$ cat src/rtl/clangpu_pkg.sv
// Shared definitions for the clangpu memory-side blocks: fixed AXI4 encodings,
// the store request record and the store FSM state encoding.
package clangpu_pkg;

  // AXI4 burst and attribute encodings used by single-beat 32-bit writes.
  localparam logic [2:0] SIZE_4B       = 3'b010;
  localparam logic [1:0] BURST_INCR    = 2'b01;
  localparam logic [3:0] CACHE_BUF_MOD = 4'b0011;

  // AXI4 write response codes.
  localparam logic [1:0] RESP_OKAY   = 2'b00;
  localparam logic [1:0] RESP_EXOKAY = 2'b01;
  localparam logic [1:0] RESP_SLVERR = 2'b10;
  localparam logic [1:0] RESP_DECERR = 2'b11;

  // One queued store request as seen on the core side.
  typedef struct packed {
    logic [31:0] addr;
    logic [31:0] data;
    logic [3:0]  strb;
  } store_req_t;

  localparam int STORE_REQ_W = $bits(store_req_t);

  // Store write engine: one outstanding AXI write at a time.
  typedef enum logic [1:0] {
    ST_IDLE = 2'd0,
    ST_SEND = 2'd1,
    ST_RESP = 2'd2
  } store_state_t;

endpackage

$ cat src/rtl/store_queue.sv
// Synchronous FIFO holding pending store requests. The head entry is visible
// combinationally; a push while full is ignored. The full flag is a register
// so a pop in the same cycle does not release back-pressure until the next one.
module store_queue #(
  parameter int DEPTH = 4,
  parameter int WIDTH = 68,
  localparam int PTR_W = (DEPTH > 1) ? $clog2(DEPTH) : 1,
  localparam int CNT_W = $clog2(DEPTH) + 1
) (
  input  logic             ACLK,
  input  logic             ARESETN,
  input  logic             push,
  input  logic [WIDTH-1:0] push_data,
  input  logic             pop,
  output logic [WIDTH-1:0] head,
  output logic             full,
  output logic [CNT_W-1:0] count
);

  logic [WIDTH-1:0] mem [DEPTH];
  logic [PTR_W-1:0] wr_ptr;
  logic [PTR_W-1:0] rd_ptr;
  logic [CNT_W-1:0] count_q;
  logic [CNT_W-1:0] count_next;
  logic             full_q;
  logic             do_push;
  logic             do_pop;

  assign do_push = push && !full_q;
  assign do_pop  = pop && (count_q != '0);

  // Occupancy after this edge; push and pop together leave it unchanged.
  always_comb begin
    // NOTE: assign a default before any branch so no path leaves the signal
    // unassigned, which would infer a latch.
    count_next = count_q;
    case ({do_push, do_pop})
      2'b10:   count_next = count_q + 1'b1;
      2'b01:   count_next = count_q - 1'b1;
      default: count_next = count_q;
    endcase
  end

  // Pointers, occupancy and registered full flag; pointers wrap naturally.
  always_ff @(posedge ACLK or negedge ARESETN) begin
    if (!ARESETN) begin
      wr_ptr  <= '0;
      rd_ptr  <= '0;
      count_q <= '0;
      full_q  <= 1'b0;
    end else begin
      if (do_push) wr_ptr <= wr_ptr + 1'b1;
      if (do_pop)  rd_ptr <= rd_ptr + 1'b1;
      count_q <= count_next;
      full_q  <= (count_next == CNT_W'(DEPTH));
    end
  end

  // Entry storage, written at the tail.
  // NOTE: the array has no reset; the pointers and count alone decide which
  // entries are meaningful, and leaving it unreset lets it map to plain RAM.
  always_ff @(posedge ACLK) begin
    if (do_push) mem[wr_ptr] <= push_data;
  end

  assign head  = mem[rd_ptr];
  assign full  = full_q;
  assign count = count_q;

endmodule

$ cat src/rtl/store.sv
// Store unit: buffers core store requests in a small queue and issues each as
// a single-beat AXI4 write, one outstanding at a time, reporting BRESP back to
// the core with a one-cycle completion pulse.
module store
  import clangpu_pkg::*;
#(
  parameter int C_M_AXI_THREAD_ID_WIDTH = 1,
  parameter int C_M_AXI_ADDR_WIDTH      = 32,
  parameter int C_M_AXI_DATA_WIDTH      = 32,
  parameter int C_M_AXI_AWUSER_WIDTH    = 1,
  parameter int C_M_AXI_WUSER_WIDTH     = 4,
  parameter int C_M_AXI_BUSER_WIDTH     = 1,
  parameter int QUEUE_DEPTH             = 4
) (
  input  logic                                 ACLK,
  input  logic                                 ARESETN,

  // Core request side
  input  logic                                 I_VALID,
  input  logic [31:0]                          I_ADDR,
  input  logic [31:0]                          I_DATA,
  input  logic [3:0]                           I_STRB,
  output logic                                 MEM_WAIT,
  output logic                                 O_VALID,
  output logic [1:0]                           O_RESP,

  // AXI write address channel
  output logic [C_M_AXI_THREAD_ID_WIDTH-1:0]   M_AXI_AWID,
  output logic [C_M_AXI_ADDR_WIDTH-1:0]        M_AXI_AWADDR,
  output logic [7:0]                           M_AXI_AWLEN,
  output logic [2:0]                           M_AXI_AWSIZE,
  output logic [1:0]                           M_AXI_AWBURST,
  output logic                                 M_AXI_AWLOCK,
  output logic [3:0]                           M_AXI_AWCACHE,
  output logic [2:0]                           M_AXI_AWPROT,
  output logic [3:0]                           M_AXI_AWQOS,
  output logic [C_M_AXI_AWUSER_WIDTH-1:0]      M_AXI_AWUSER,
  output logic                                 M_AXI_AWVALID,
  input  logic                                 M_AXI_AWREADY,

  // AXI write data channel
  output logic [C_M_AXI_DATA_WIDTH-1:0]        M_AXI_WDATA,
  output logic [C_M_AXI_DATA_WIDTH/8-1:0]      M_AXI_WSTRB,
  output logic                                 M_AXI_WLAST,
  output logic [C_M_AXI_WUSER_WIDTH-1:0]       M_AXI_WUSER,
  output logic                                 M_AXI_WVALID,
  input  logic                                 M_AXI_WREADY,

  // AXI write response channel
  input  logic [C_M_AXI_THREAD_ID_WIDTH-1:0]   M_AXI_BID,
  input  logic [1:0]                           M_AXI_BRESP,
  input  logic [C_M_AXI_BUSER_WIDTH-1:0]       M_AXI_BUSER,
  input  logic                                 M_AXI_BVALID,
  output logic                                 M_AXI_BREADY
);

  localparam int Q_CNT_W = $clog2(QUEUE_DEPTH) + 1;
  localparam int STRB_W  = C_M_AXI_DATA_WIDTH / 8;

  store_state_t         state_q;
  store_state_t         state_next;
  store_req_t           push_req;
  store_req_t           head_req;
  logic [Q_CNT_W-1:0]   q_count;
  logic                 q_full;

  logic                 pop;
  logic                 aw_done;
  logic                 w_done;
  logic                 bready;
  logic                 b_fire;

  logic                 awvalid_q;
  logic                 wvalid_q;
  logic [C_M_AXI_ADDR_WIDTH-1:0] awaddr_q;
  logic [C_M_AXI_DATA_WIDTH-1:0] wdata_q;
  logic [STRB_W-1:0]    wstrb_q;
  logic                 o_valid_q;
  logic [1:0]           o_resp_q;

  // Response ID and user bits carry nothing this unit needs.
  logic                 unused_b;
  assign unused_b = ^{M_AXI_BID, M_AXI_BUSER};

  assign push_req = '{addr: I_ADDR, data: I_DATA, strb: I_STRB};

  store_queue #(
    .DEPTH (QUEUE_DEPTH),
    .WIDTH (STORE_REQ_W)
  ) u_queue (
    .ACLK      (ACLK),
    .ARESETN   (ARESETN),
    .push      (I_VALID),
    .push_data (push_req),
    .pop       (pop),
    .head      (head_req),
    .full      (q_full),
    .count     (q_count)
  );

  // FSM state register.
  always_ff @(posedge ACLK or negedge ARESETN) begin
    if (!ARESETN) state_q <= ST_IDLE;
    else          state_q <= state_next;
  end

  // FSM next-state: leave SEND only once both address and data have handshaken.
  always_comb begin
    state_next = state_q;
    unique case (state_q)
      ST_IDLE: if (pop)                state_next = ST_SEND;
      ST_SEND: if (aw_done && w_done)  state_next = ST_RESP;
      ST_RESP: if (b_fire)             state_next = ST_IDLE;
      default:                         state_next = ST_IDLE;
    endcase
  end

  // FSM outputs: a channel counts as done if it already handshook or does so now.
  always_comb begin
    pop     = (state_q == ST_IDLE) && (q_count != '0);
    aw_done = !awvalid_q || M_AXI_AWREADY;
    w_done  = !wvalid_q  || M_AXI_WREADY;
    bready  = (state_q == ST_RESP);
    b_fire  = bready && M_AXI_BVALID;
  end

  // AW/W channel registers and completion report; VALIDs are pure registers.
  always_ff @(posedge ACLK or negedge ARESETN) begin
    // NOTE: state elements are updated with non-blocking assignments so every
    // register samples pre-edge values regardless of statement order.
    if (!ARESETN) begin
      awvalid_q <= 1'b0;
      wvalid_q  <= 1'b0;
      awaddr_q  <= '0;
      wdata_q   <= '0;
      wstrb_q   <= '0;
      o_valid_q <= 1'b0;
      o_resp_q  <= RESP_OKAY;
    end else begin
      if (pop) begin
        awvalid_q <= 1'b1;
        wvalid_q  <= 1'b1;
        awaddr_q  <= C_M_AXI_ADDR_WIDTH'(head_req.addr);
        wdata_q   <= C_M_AXI_DATA_WIDTH'(head_req.data);
        wstrb_q   <= STRB_W'(head_req.strb);
      end else begin
        if (awvalid_q && M_AXI_AWREADY) awvalid_q <= 1'b0;
        if (wvalid_q && M_AXI_WREADY)   wvalid_q  <= 1'b0;
      end
      o_valid_q <= b_fire;
      if (b_fire) o_resp_q <= M_AXI_BRESP;
    end
  end

  assign MEM_WAIT      = q_full;
  assign O_VALID       = o_valid_q;
  assign O_RESP        = o_resp_q;

  assign M_AXI_AWID    = '0;
  assign M_AXI_AWADDR  = awaddr_q;
  assign M_AXI_AWLEN   = 8'd0;
  assign M_AXI_AWSIZE  = SIZE_4B;
  assign M_AXI_AWBURST = BURST_INCR;
  assign M_AXI_AWLOCK  = 1'b0;
  assign M_AXI_AWCACHE = CACHE_BUF_MOD;
  assign M_AXI_AWPROT  = 3'b000;
  assign M_AXI_AWQOS   = 4'b0000;
  assign M_AXI_AWUSER  = '0;
  assign M_AXI_AWVALID = awvalid_q;

  assign M_AXI_WDATA   = wdata_q;
  assign M_AXI_WSTRB   = wstrb_q;
  assign M_AXI_WLAST   = 1'b1;
  assign M_AXI_WUSER   = '0;
  assign M_AXI_WVALID  = wvalid_q;

  assign M_AXI_BREADY  = bready;

endmodule

$ cat config.mk
export PLATFORM = sky130hd
export DESIGN_NAME = store
export DESIGN_NICKNAME = d
export VERILOG_FILES = /design/src/rtl/clangpu_pkg.sv /design/src/rtl/store_queue.sv /design/src/rtl/store.sv
export SDC_FILE = /design/constraint.sdc
export NUM_CORES = 1
export LEC_CHECK = 0
export CORE_UTILIZATION = 40
export CTS_BUF_LIST = sky130_fd_sc_hd__clkbuf_8
export DETAILED_ROUTE_END_ITERATION = 16
export GPL_TIMING_DRIVEN = 0
export HOLD_SLACK_MARGIN = 0.02
export PLACE_DENSITY_LB_ADDON = 0.08
export SLEW_MARGIN = 20
export SYNTH_ARGS = -nofsm -noshare
export SYNTH_HDL_FRONTEND = slang
export SYNTH_HIERARCHICAL = 1
export SYNTH_SLANG_ARGS = --single-unit
$ cat constraint.sdc
create_clock -name ACLK -period 4.43 [get_ports ACLK]
set_input_delay 0.443 -clock ACLK [delete_from_list [all_inputs] [get_ports ACLK]]
set_output_delay 0.443 -clock ACLK [all_outputs]
set_load 0.02 [all_outputs]
==> results of run 1 <==
-- cell type report --
type                            instances  area, sq um  area share, %
Tap cell                              442          553           3.26
Multi-Input combinational cell        211         2790           16.5
Inverter                               10         37.5          0.221
Sequential cell                       355        10200           60.4
Antenna cell                            1         2.50         0.0148
Clock inverter                         40          250           1.48
Timing Repair Buffer                  156         1650           9.73
Buffer                                 56          485           2.86
Clock buffer                           69          950           5.60
-- kinds of logic (layout without fill, tap and decap cells) --
family                     after synthesis  count (layout)  share of synthesized area, %
xor gates and xnor gates                 6               6                         0.391
buffers and inverters                   66             331                          3.89
AOI/OAI and AO/OA                        6               6                         0.372
DFF                                    355             355                          76.2
muxes                                  139             139                          17.6
adders and majority gates                6               6                         0.615
other                                    2              33                        0.0559
and+or+nand+nor                         22              22                         0.838
-- critical path: stages, from the launching register on --
cell       delay (ps)
dfrtp_1           420
or3_1             170
nand2_2           100
inv_2             200
buf_6             210
buf_6             210
o31a_1            250
ha_1              210
inv_1              60
fa_1              380
xor2_1            240
mux2i_1           140
a2111oi_2         280
-- timing repair --
| action | CTS | global route |
|---|---|---|
| endpoints found under the setup margin | 0 | 0 |
| buffers inserted | 0 | 0 |
| hold buffers | 1 | 0 |
| endpoints found under the hold margin | 35 | 0 |
| gates resized for setup | 0 | 0 |
-- stage by stage --
step	hold slack, ps	utilization (%)	worst slack [ps]
after detailed placement	411	48.0	1380
after CTS	343	51.7	1350
after global routing	357	51.7	1140
after floorplan	147	-	1580
after global placement	489	47.6	-1130
final	367	51.7	1420
-- flip-flops by register name, indices dropped and copies added, names as in the netlist, 2 cells and up --
name            count
state_q             2
u_queue/mem       272
u_queue/count       3
O_RESP              2
u_queue/wr_ptr      2
u_queue/rd_ptr      2
M_AXI_WSTRB         4
M_AXI_WDATA        32
M_AXI_AWADDR       32
-- where the power goes --
part / leakage (nW) / switching, W / total, W / internal (W)
sequential: 3.47 / 0.000313 / 0.00483 / 0.00452
combinational: 2.00 / 0.00202 / 0.00425 / 0.00223
clock: 0.703 / 0.00126 / 0.00285 / 0.00159
-- metal layers --
layer | share of wire, % | routed length (um)
met1 | 42 | 10900
met2 | 50 | 13100
met3 | 6.8 | 1790
met4 | 1.6 | 420
met5 | 0.030 | 8
-- path summary, 6_finish.rpt --
| kind | slack, ps | start | endpoint | cells after the start |
|---|---|---|---|---|
| worst min register to register | 500 | O_RESP[0] | O_RESP[0] | 1 |
| worst max register to register | 1420 | u_queue/count[0] | u_queue/full | 12 |
| max in group asynchronous | 3420 | ARESETN | u_queue/count[2] | 3 |
| worst min-delay path | 370 | ARESETN | M_AXI_WDATA[21] | 2 |
| min in group ACLK | 480 | I_DATA[11] | u_queue/mem[2][15] | 1 |
| worst max-delay path | 1420 | u_queue/count[0] | u_queue/full | 12 |
-- cell usage after synthesis, types with 2 or more instances --
cell and number:
mux2_4 9, buf_4 33, and2_1 4, o21ai_0 2, nor2_1 2, xor2_1 2, edfxtp_1 272, nand2b_1 4
mux2_2 61, buf_2 12, buf_12 7, buf_6 3, dfrtp_1 83, inv_1 9, nor2b_1 2, xnor2_1 4
ha_1 5, mux4_2 68, nand2_1 8, conb_1 2
==> summary.md, run 1 <==
| Metric | Value |
|---|---|
| Relative slew slack | 57.5% |
| Lkg Pwr | 6.17 nW |
| IO buf count | 150 |
| Most frequent cells in the layout | edfxtp_1, clkdlybuf4s50_1, dfrtp_1, clkbuf_8, mux4_2 |
| Status | complete, no violations |
| Setup_tns | 0 ps |
| First-pass GRT wire length | 39.9 mm |
| Ranking of synthesized cells by area | edfxtp_1, dfrtp_1, mux4_2, mux2_2, buf_4 |
| Crit-path max FO | 10 |
| Max-Cap Viols | 0 |
| Clk_lat worst skew | 590 ps |
| Predominant post-synthesis flop cell | edfxtp_1 |
| Placed cell areas | 15,800 sq um |
| RePlAce Congestion | 0.720 |
| Count of pins over their slew limit | 0 |
| WL per Instance | 19.6 um |
| Clock Pin Slew Worst Setup and Hold Paths | 60 ps |
| Via count | 6,380 |
| Avg Inst Size Synth | 22.3 sq um |
| Setup violators final | 0 |
| Clk sinks | 355 |
| Layout cells sized above 1 | 32.1% |
| Drt via density | 4.76 |
| Dpl cells | 1,229 |
| Fin cells | 1,340 |
| Yosys top cell area share | 60.8% |
| Die height | 185 um |
| Met1 usage | 20.1% |
| IO Pins | 185 |
| P&R area growth vs syn | 26.3% |
| Yosys reg bits | 355 |
| Period Utilization, post-route | 67.9% |
| Synth Cell Area | 13,400 sq um |
| Minimum clock period | 3010 ps |
| Synth Warn # | 6 |
| Cells after synthesis | 602 |
| Final Cell Area | 17,000 sq um |
| Max VDD drop | 0.000477 V |
| Initial antenna violation count | 2 |
| Global-route track usage on met3 | 4.95% |
| DIE WIDTH | 185 um |
| Hold crit path type | primary input to async pin |
| Total gr overflow | 0 |
| Fraction of registers with async set/reset | 23.4% |
| Total CTS buffers | 58 |
| Kind of critical path | flop to flop |
| Sequential area share after synthesis | 76.2% |
| RSZ-0062 raised after global routing | no |
| Commonest non-fill, non-tap cell in the layout | edfxtp_1 |
| Yosys cell types | 30 |
| CTS max path bufs | 3 |
| Post-route DRC violation count | 0 |
| Final HPWL DP | 15.9 mm |
| WP data required | 4870 ps |
| Global route hottest layer | met2 |
| GRT met2 Usage | 26.3% |
| Htree depth | 2 |
| Worst Setup Start Kind | flop |
| Tightest Pin Transition | 637 ps |
| GRT Util Overall | 15.9% |
| Final wirelength | 26.2 mm |
| Crit path capture type | flop |
| Pin count of the biggest net entering global routing | 49 |
| Clock Skews | 32.4 ps |
| Full die area | 34,300 sq um |
| Initial core utilization | 41.0% |
| CTS root buffer | clkbuf_8 |
| DR iter-0 viols | 218 |
| Fillcell total | 2,707 |
| Worst Path Arrival | 3450 ps |
| Drt pass-1 iters | 4 |
| Final Hold Viols | 0 |
| Vias in the first global route | 6,999 |
| CTS tree | built |
| Total power | 0.0119 W |
| Post-route ant nets | 0 |
| Synth area leader | edfxtp_1 |
| Core footprint | 32,800 sq um |
| Rows | 66 |
| Max Freq | 0.332 GHz |
| # nets final | 932 |
| Pwr dens | 703 nW/um^2 |
| Post-synth EDFFs | 272 |
No activity file was read; power rests on OpenSTA's default activity.
==> run 2, diff against run 1 <==
Clock period 4.43 ns to 3.1 ns, I/O delays scaled along.
==> run 2 against run 1 <==
Total power increased by 43%. Non-clock buffer count increased by 1. Sequential share of layout area decreased by 0.071 points. Register-to-register slack got worse by 1200 ps. Fmax increased by 3.6%. Cell area increased by 0.12%. Count of clock-buffer cells in the layout unchanged. Global-route usage unchanged. First-iteration DRC count increased by 1.4%. Via count increased by 0.28%. Largest cell class unchanged.
==> summary.md, run 2 (same netlist as run 1, synthesis figures left out) <==
| Metric | Value |
|---|---|
| IO Pins | 185 (unchanged) |
| RePlAce Congestion | 0.720 (unchanged) |
| Total gr overflow | 0 (unchanged) |
| Pin count of the biggest net entering global routing | 49 (unchanged) |
| Post-route DRC violation count | 0 (unchanged) |
| # nets final | 933 (+0.11%) |
| Max reg flops | 272 (unchanged) |
| Drt via density | 4.77 (+0.21%) |
| Worst Path Arrival | 3350 ps (-100 ps) |
| WP data required | 3540 ps (-1330 ps) |
| CTS max path bufs | 3 (unchanged) |
| Htree depth | 2 (unchanged) |
| Count of pins over their slew limit | 0 (unchanged) |
| Hold crit path type | primary input to async pin |
| Via count | 6,398 (+0.28%) |
| Max-Cap Viols | 0 (unchanged) |
| Final Util | 51.8% (+0.061 points) |
| Full die area | 34,300 sq um (unchanged) |
| WHS | 234 ps (-133 ps) |
| DR iter-0 viols | 221 (+1.4%) |
| DIE WIDTH | 185 um (unchanged) |
| Lkg Pwr | 6.17 nW (+0.10%) |
| Setup slack, reg-to-reg | 200 ps (-1220 ps) |
| Commonest non-fill, non-tap cell in the layout | edfxtp_1 |
| Vias in the first global route | 6,999 (unchanged) |
| Pwr dens | 1010 nW/um^2 (+43%) |
| P&R area growth vs syn | 26.4% |
| R2R Path End | u_queue/full |
| Core footprint | 32,800 sq um (unchanged) |
| Relative slew slack | 57.6% (+0.062 points) |
| Final Hold Viols | 0 (unchanged) |
| Worst Setup Start Kind | flop |
| Period Utilization, post-route | 93.7% (+26 points) |
| RSZ-0062 raised after global routing | no |
| Dpl ws | 49.8 ps (-1330 ps) |
| Clk_lat worst skew | 590 ps (about the same) |
| Die height | 185 um (unchanged) |
| Crit-path max FO | 10 (unchanged) |
| IO buf count | 150 (unchanged) |
| Max Freq | 0.344 GHz (+3.6%) |
| Max VDD drop | 0.000679 V (+42%) |
| Drt pass-1 iters | 4 (unchanged) |
| WL per Instance | 19.6 um (about the same) |
| Clock Skews | 32.1 ps (-0.273 ps) |
| Tightest Pin Transition | 637 ps (-0.935 ps) |
| Total CTS buffers | 58 (unchanged) |
| Top reg by flops | u_queue/mem |
| Final wirelength | 26.2 mm (about the same) |
| Minimum clock period | 2900 ps (-105 ps) |
| Setup violators final | 0 (unchanged) |
| Layout cells sized above 1 | 32.4% (+0.30 points) |
| Final Cell Area | 17,000 sq um (+0.12%) |
| Initial core utilization | 41.0% (unchanged) |
| CTS root buffer | clkbuf_8 |
| Most frequent cells in the layout | edfxtp_1, clkdlybuf4s50_1, dfrtp_1, clkbuf_8, mux4_2 |
| Placed cell areas | 15,800 sq um (unchanged) |
| Fillcell total | 2,701 (-0.22%) |
| Initial antenna violation count | 2 (unchanged) |
| Kind of critical path | flop to flop |
| GRT Util Overall | 15.9% (unchanged) |
| Crit path capture type | flop |
| Fin cells | 1,341 (+0.075%) |
| Final HPWL DP | 15.9 mm (unchanged) |
| Reg2Reg Depth | 12 (unchanged) |
| PnR worst setup slack | 196 ps (-1220 ps) |
| Clk sinks | 355 (unchanged) |
| Clock Pin Slew Worst Setup and Hold Paths | 60 ps (about the same) |
| Dpl cells | 1,229 (unchanged) |
| Rows | 66 (unchanged) |
| Post-route ant nets | 0 (unchanged) |
| First-pass GRT wire length | 39.9 mm (unchanged) |
| RR Startpoint | u_queue/count[0] |
| Status | complete, no violations |
| CTS tree | built |
run 2: how the worst max path moves through the flow:
stage | from | to | slack [ps]
finish | u_queue/count[0] | u_queue/full | 200
global placement | ARESETN | M_AXI_WDATA[1] | -2330
CTS | state_q[0] | u_queue/full | 20
floorplan | u_queue/full | u_queue/mem[0][0] | 250
detailed placement | state_q[0] | u_queue/full | 50
global route | u_queue/count[2] | u_queue/full | 20
run 2: layout make-up:
cell class	instances	area (sq um)	area share, %
antenna	1	2.50	0.0147
clock buffer	69	950	5.59
clock inverter	40	250	1.47
multi-input combinational	211	2800	16.5
timing repair buffer	157	1660	9.76
sequential	355	10200	60.3
buffer	56	485	2.86
inverter	10	40.0	0.236
tap	442	553	3.26
run 2: power by group:
group	switching, W	total (W)	internal [W]
clock network	0.00179	0.00406	0.00227
logic	0.00290	0.00611	0.00321
registers	0.000450	0.00690	0.00645
run 2: through the flow:
| stage | total power [W] | setup TNS (ps) |
|---|---|---|
| detailed placement | 0.0132 | 0 |
| CTS | 0.0174 | 0 |
| global placement | 0.0131 | -645300 |
| floorplan | 0.0109 | 0 |
| global route | 0.0180 | 0 |
| finish | 0.0171 | 0 |
run 2: repair_timing:
action	CTS	global route
hold buffers	1	0
resized for setup	0	3
setup buffers	0	1
setup endpoints to repair	0	1
endpoints found under the hold margin	35	0
run 2: routing by layer:
layer  part of all wire [%]  global-route usage [%]
met1                     41                    20.1
met5                  0.030                       0
met3                    6.8                    4.95
met4                    1.6                    4.33
met2                     50                    26.3
run 2: worst max-delay path: stages (launching register included):
cell,delay (ps)
dfrtp_1,420
or3_1,170
nand2_2,110
inv_4,150
buf_6,190
buf_6,210
o31a_1,190
ha_1,220
inv_1,80
fa_1,410
xor2_2,180
mux2i_1,150
a2111oi_2,280
==> run 3, diff against run 2 <==
Settings changed: DONT_BUFFER_PORTS set to 1.
==> run 3 against run 2 <==
Worst setup slack better by 75 ps. Register-to-register slack better by 70 ps. Total power is 4.9% lower. Clock power is 1% higher. Critical path depth stayed put. First-iteration DRC count is 10% higher. Utilization is 2.1 points lower. Cell count is 5.1% lower. Count of clock-buffer cells in the layout is 2 higher. Largest cell class unchanged.
==> summary.md, run 3 (same netlist as run 1, synthesis figures left out) <==
| Metric | Value |
|---|---|
| Status | complete, no violations |
| Minimum clock period | 2830 ps (-74.9 ps) |
| Reg2Reg Depth | 12 (unchanged) |
| Pin count of the biggest net entering global routing | 84 (+71%) |
| P&R area growth vs syn | 21.3% |
| Full die area | 34,300 sq um (unchanged) |
| Crit-path max FO | 10 (unchanged) |
| Post-route DRC violation count | 0 (unchanged) |
| Fin cells | 1,273 (-5.1%) |
| Dpl ws | 81.9 ps (+32.0 ps) |
| Sw frac | 31.2% (+1.0 points) |
| Part of the power in registers | 46.9% (+6.5 points) |
| Drt via density | 4.81 (+0.90%) |
| Total CTS buffers | 58 (unchanged) |
| Clock Skews | 14.1 ps (-18.0 ps) |
| Rows | 66 (unchanged) |
| # nets final | 862 (-7.6%) |
| Setup slack, reg-to-reg | 270 ps (+70 ps) |
| Most frequent cells in the layout | edfxtp_1, dfrtp_1, dlygate4sd3_1, clkbuf_8, mux4_2 |
| Placed cell areas | 14,300 sq um (-9.4%) |
| Final HPWL DP | 15.8 mm (-0.14%) |
| Seq. cell area | 10,200 sq um (unchanged) |
| Relative slew slack | 65.4% (+7.9 points) |
| RSZ-0062 raised after global routing | no |
| DR iter-0 viols | 244 (+10%) |
| Initial antenna violation count | 3 (+1) |
| P_int | 0.0112 W (-6.3%) |
| CP startpoint | state_q[0] |
| Initial core utilization | 41.0% (unchanged) |
| Clk_lat worst skew | 590 ps (about the same) |
| Crit path capture type | flop |
| CTS max path bufs | 3 (unchanged) |
| Multi-input gate area | 2790 sq um (-0.36%) |
| IO buf count | 0 (-100%) |
| IO Pins | 185 (unchanged) |
| Period Utilization, post-route | 91.3% (-2.4 points) |
| RR Startpoint | state_q[0] |
| DIE WIDTH | 185 um (unchanged) |
| Kind of critical path | flop to flop |
| Tightest Pin Transition | 517 ps (-119 ps) |
| Commonest non-fill, non-tap cell in the layout | edfxtp_1 |
| Core footprint | 32,800 sq um (unchanged) |
| Hold depth | 3 |
| First-pass GRT wire length | 40.2 mm (+0.71%) |
| WP data required | 3580 ps (+40 ps) |
| Max reg flops | 272 (unchanged) |
| Worst Path Arrival | 3310 ps (-40 ps) |
| R2R Path End | u_queue/full |
| Htree depth | 2 (unchanged) |
| PnR worst setup slack | 271 ps (+74.9 ps) |
| Max-Cap Viols | 0 (unchanged) |
| Hold_sp | I_VALID |
| Final Cell Area | 16,300 sq um (-4.0%) |
| Via count | 6,128 (-4.2%) |
| Layout cells sized above 1 | 35.3% (+2.9 points) |
| GRT Util Overall | 16.0% (+0.11 points) |
| Dpl cells | 1,082 (-12%) |
| Pwr dens | 997 nW/um^2 (-0.86%) |
| CTS root buffer | clkbuf_8 |
| Post-route ant nets | 0 (unchanged) |
| Final Hold Viols | 0 (unchanged) |
| Final wirelength | 26.6 mm (+1.2%) |
| Top reg by flops | u_queue/mem |
| Clock Pin Slew Worst Setup and Hold Paths | 60 ps (about the same) |
| Die height | 185 um (unchanged) |
| Max Freq | 0.353 GHz (+2.6%) |
| Sw power | 0.00506 W (-1.6%) |
| Hold crit path type | primary input to flop |
| Clk sinks | 355 (unchanged) |
| Worst Setup Start Kind | flop |
| Vias in the first global route | 6,770 (-3.3%) |
| Drt pass-1 iters | 4 (unchanged) |
| Lkg Pwr | 5.93 nW (-4.0%) |
| RePlAce Congestion | 0.658 (-8.5%) |
| Total gr overflow | 0 (unchanged) |
| CTS tree | built |
| Setup violators final | 0 (unchanged) |
| WHS Endpoint | u_queue/wr_ptr[0] |
| Max VDD drop | 0.000403 V (-41%) |
| Clk pwr share | 25.4% (+1.6 points) |
| Fillcell total | 2,745 (+1.6%) |
| Count of pins over their slew limit | 0 (unchanged) |
| Combinational share of power | 27.7% (-8.1 points) |
| Setup_tns | 0 ps (unchanged) |
| WL per Instance | 20.9 um (+6.6%) |
-- run 3: changes by cell type in the layout (fill, tap and decap cells not counted), moves of 3 or more --
| cell | previous run | this run |
|---|---|---|
| dlygate4sd3_1 | 1 | 76 |
| buf_12 | 7 | 15 |
| clkinv_1 | 3 | 6 |
| buf_16 | 5 | 1 |
| clkdlybuf4s50_1 | 149 | 0 |
-- run 3: power by group through the flow --
stage                     sequential (W)  clock (W)  combinational (W)
after global routing             0.00777    0.00448            0.00493
after detailed placement         0.00775          0            0.00446
final                            0.00762    0.00412            0.00451
after global placement           0.00779          0            0.00421
after CTS                        0.00766    0.00428            0.00464
after floorplan                  0.00753          0            0.00340
-- run 3: worst max-delay path, cell delays in order, from the launching register on --
cell and delay, ps:
dfrtp_1 380, nor2_1 180, nand2_2 150, inv_4 140, buf_6 190, buf_6 210
o31a_1 190, ha_1 190, inv_1 70, fa_1 380, xor2_1 270, mux2i_1 140
a2111oi_2 210
-- run 3: worst max path at each step --
stage,cells past startpoint,to,slack (ps)
CTS,12,u_queue/full,40
floorplan,3,u_queue/mem[0][0],250
global route,12,u_queue/full,60
global placement,3,u_queue/mem[0][15],-1430
finish,12,u_queue/full,270
detailed placement,12,u_queue/full,80
-- run 3: repair_timing --
action,in CTS,in global routing
gates resized for setup,0,1
buffers inserted,0,1
endpoints found under the hold margin,362,0
endpoints found under the setup margin,0,1
hold buffers,77,0
-- run 3: area by class of cell --
cell class	count	area share [%]
clock inverters	39	1.50
clock buffers	71	6.00
repair buffers	86	5.86
inverters	10	0.246
plain buffers	56	2.98
flip-flops and latches	355	62.9
well taps	442	3.39
multi-input cells	211	17.1
diodes	3	0.0461
-- run 3: metrics by stage --
stage | power (W) | hold slack [ps] | util [%]
2_1_floorplan | 0.0109 | 14.4 | -
3_3_place_gp | 0.0120 | 17.5 | 43.0
3_5_place_dp | 0.0122 | 17.6 | 43.5
4_1_cts | 0.0166 | 181 | 49.7
5_1_grt | 0.0172 | 232 | 49.7
6_report | 0.0162 | 222 | 49.7
-- run 3: per-layer routing --
| layer | routed length, um | up-vias | GRT usage (%) |
|---|---|---|---|
| met4 | 520 | 0 | 5.09 |
| met2 | 13400 | 188 | 26.8 |
| met5 | 0 | - | 0 |
| met1 | 10800 | 3188 | 19.6 |
| met3 | 1880 | 53 | 5.07 |
| li1 | - | 2699 | - |
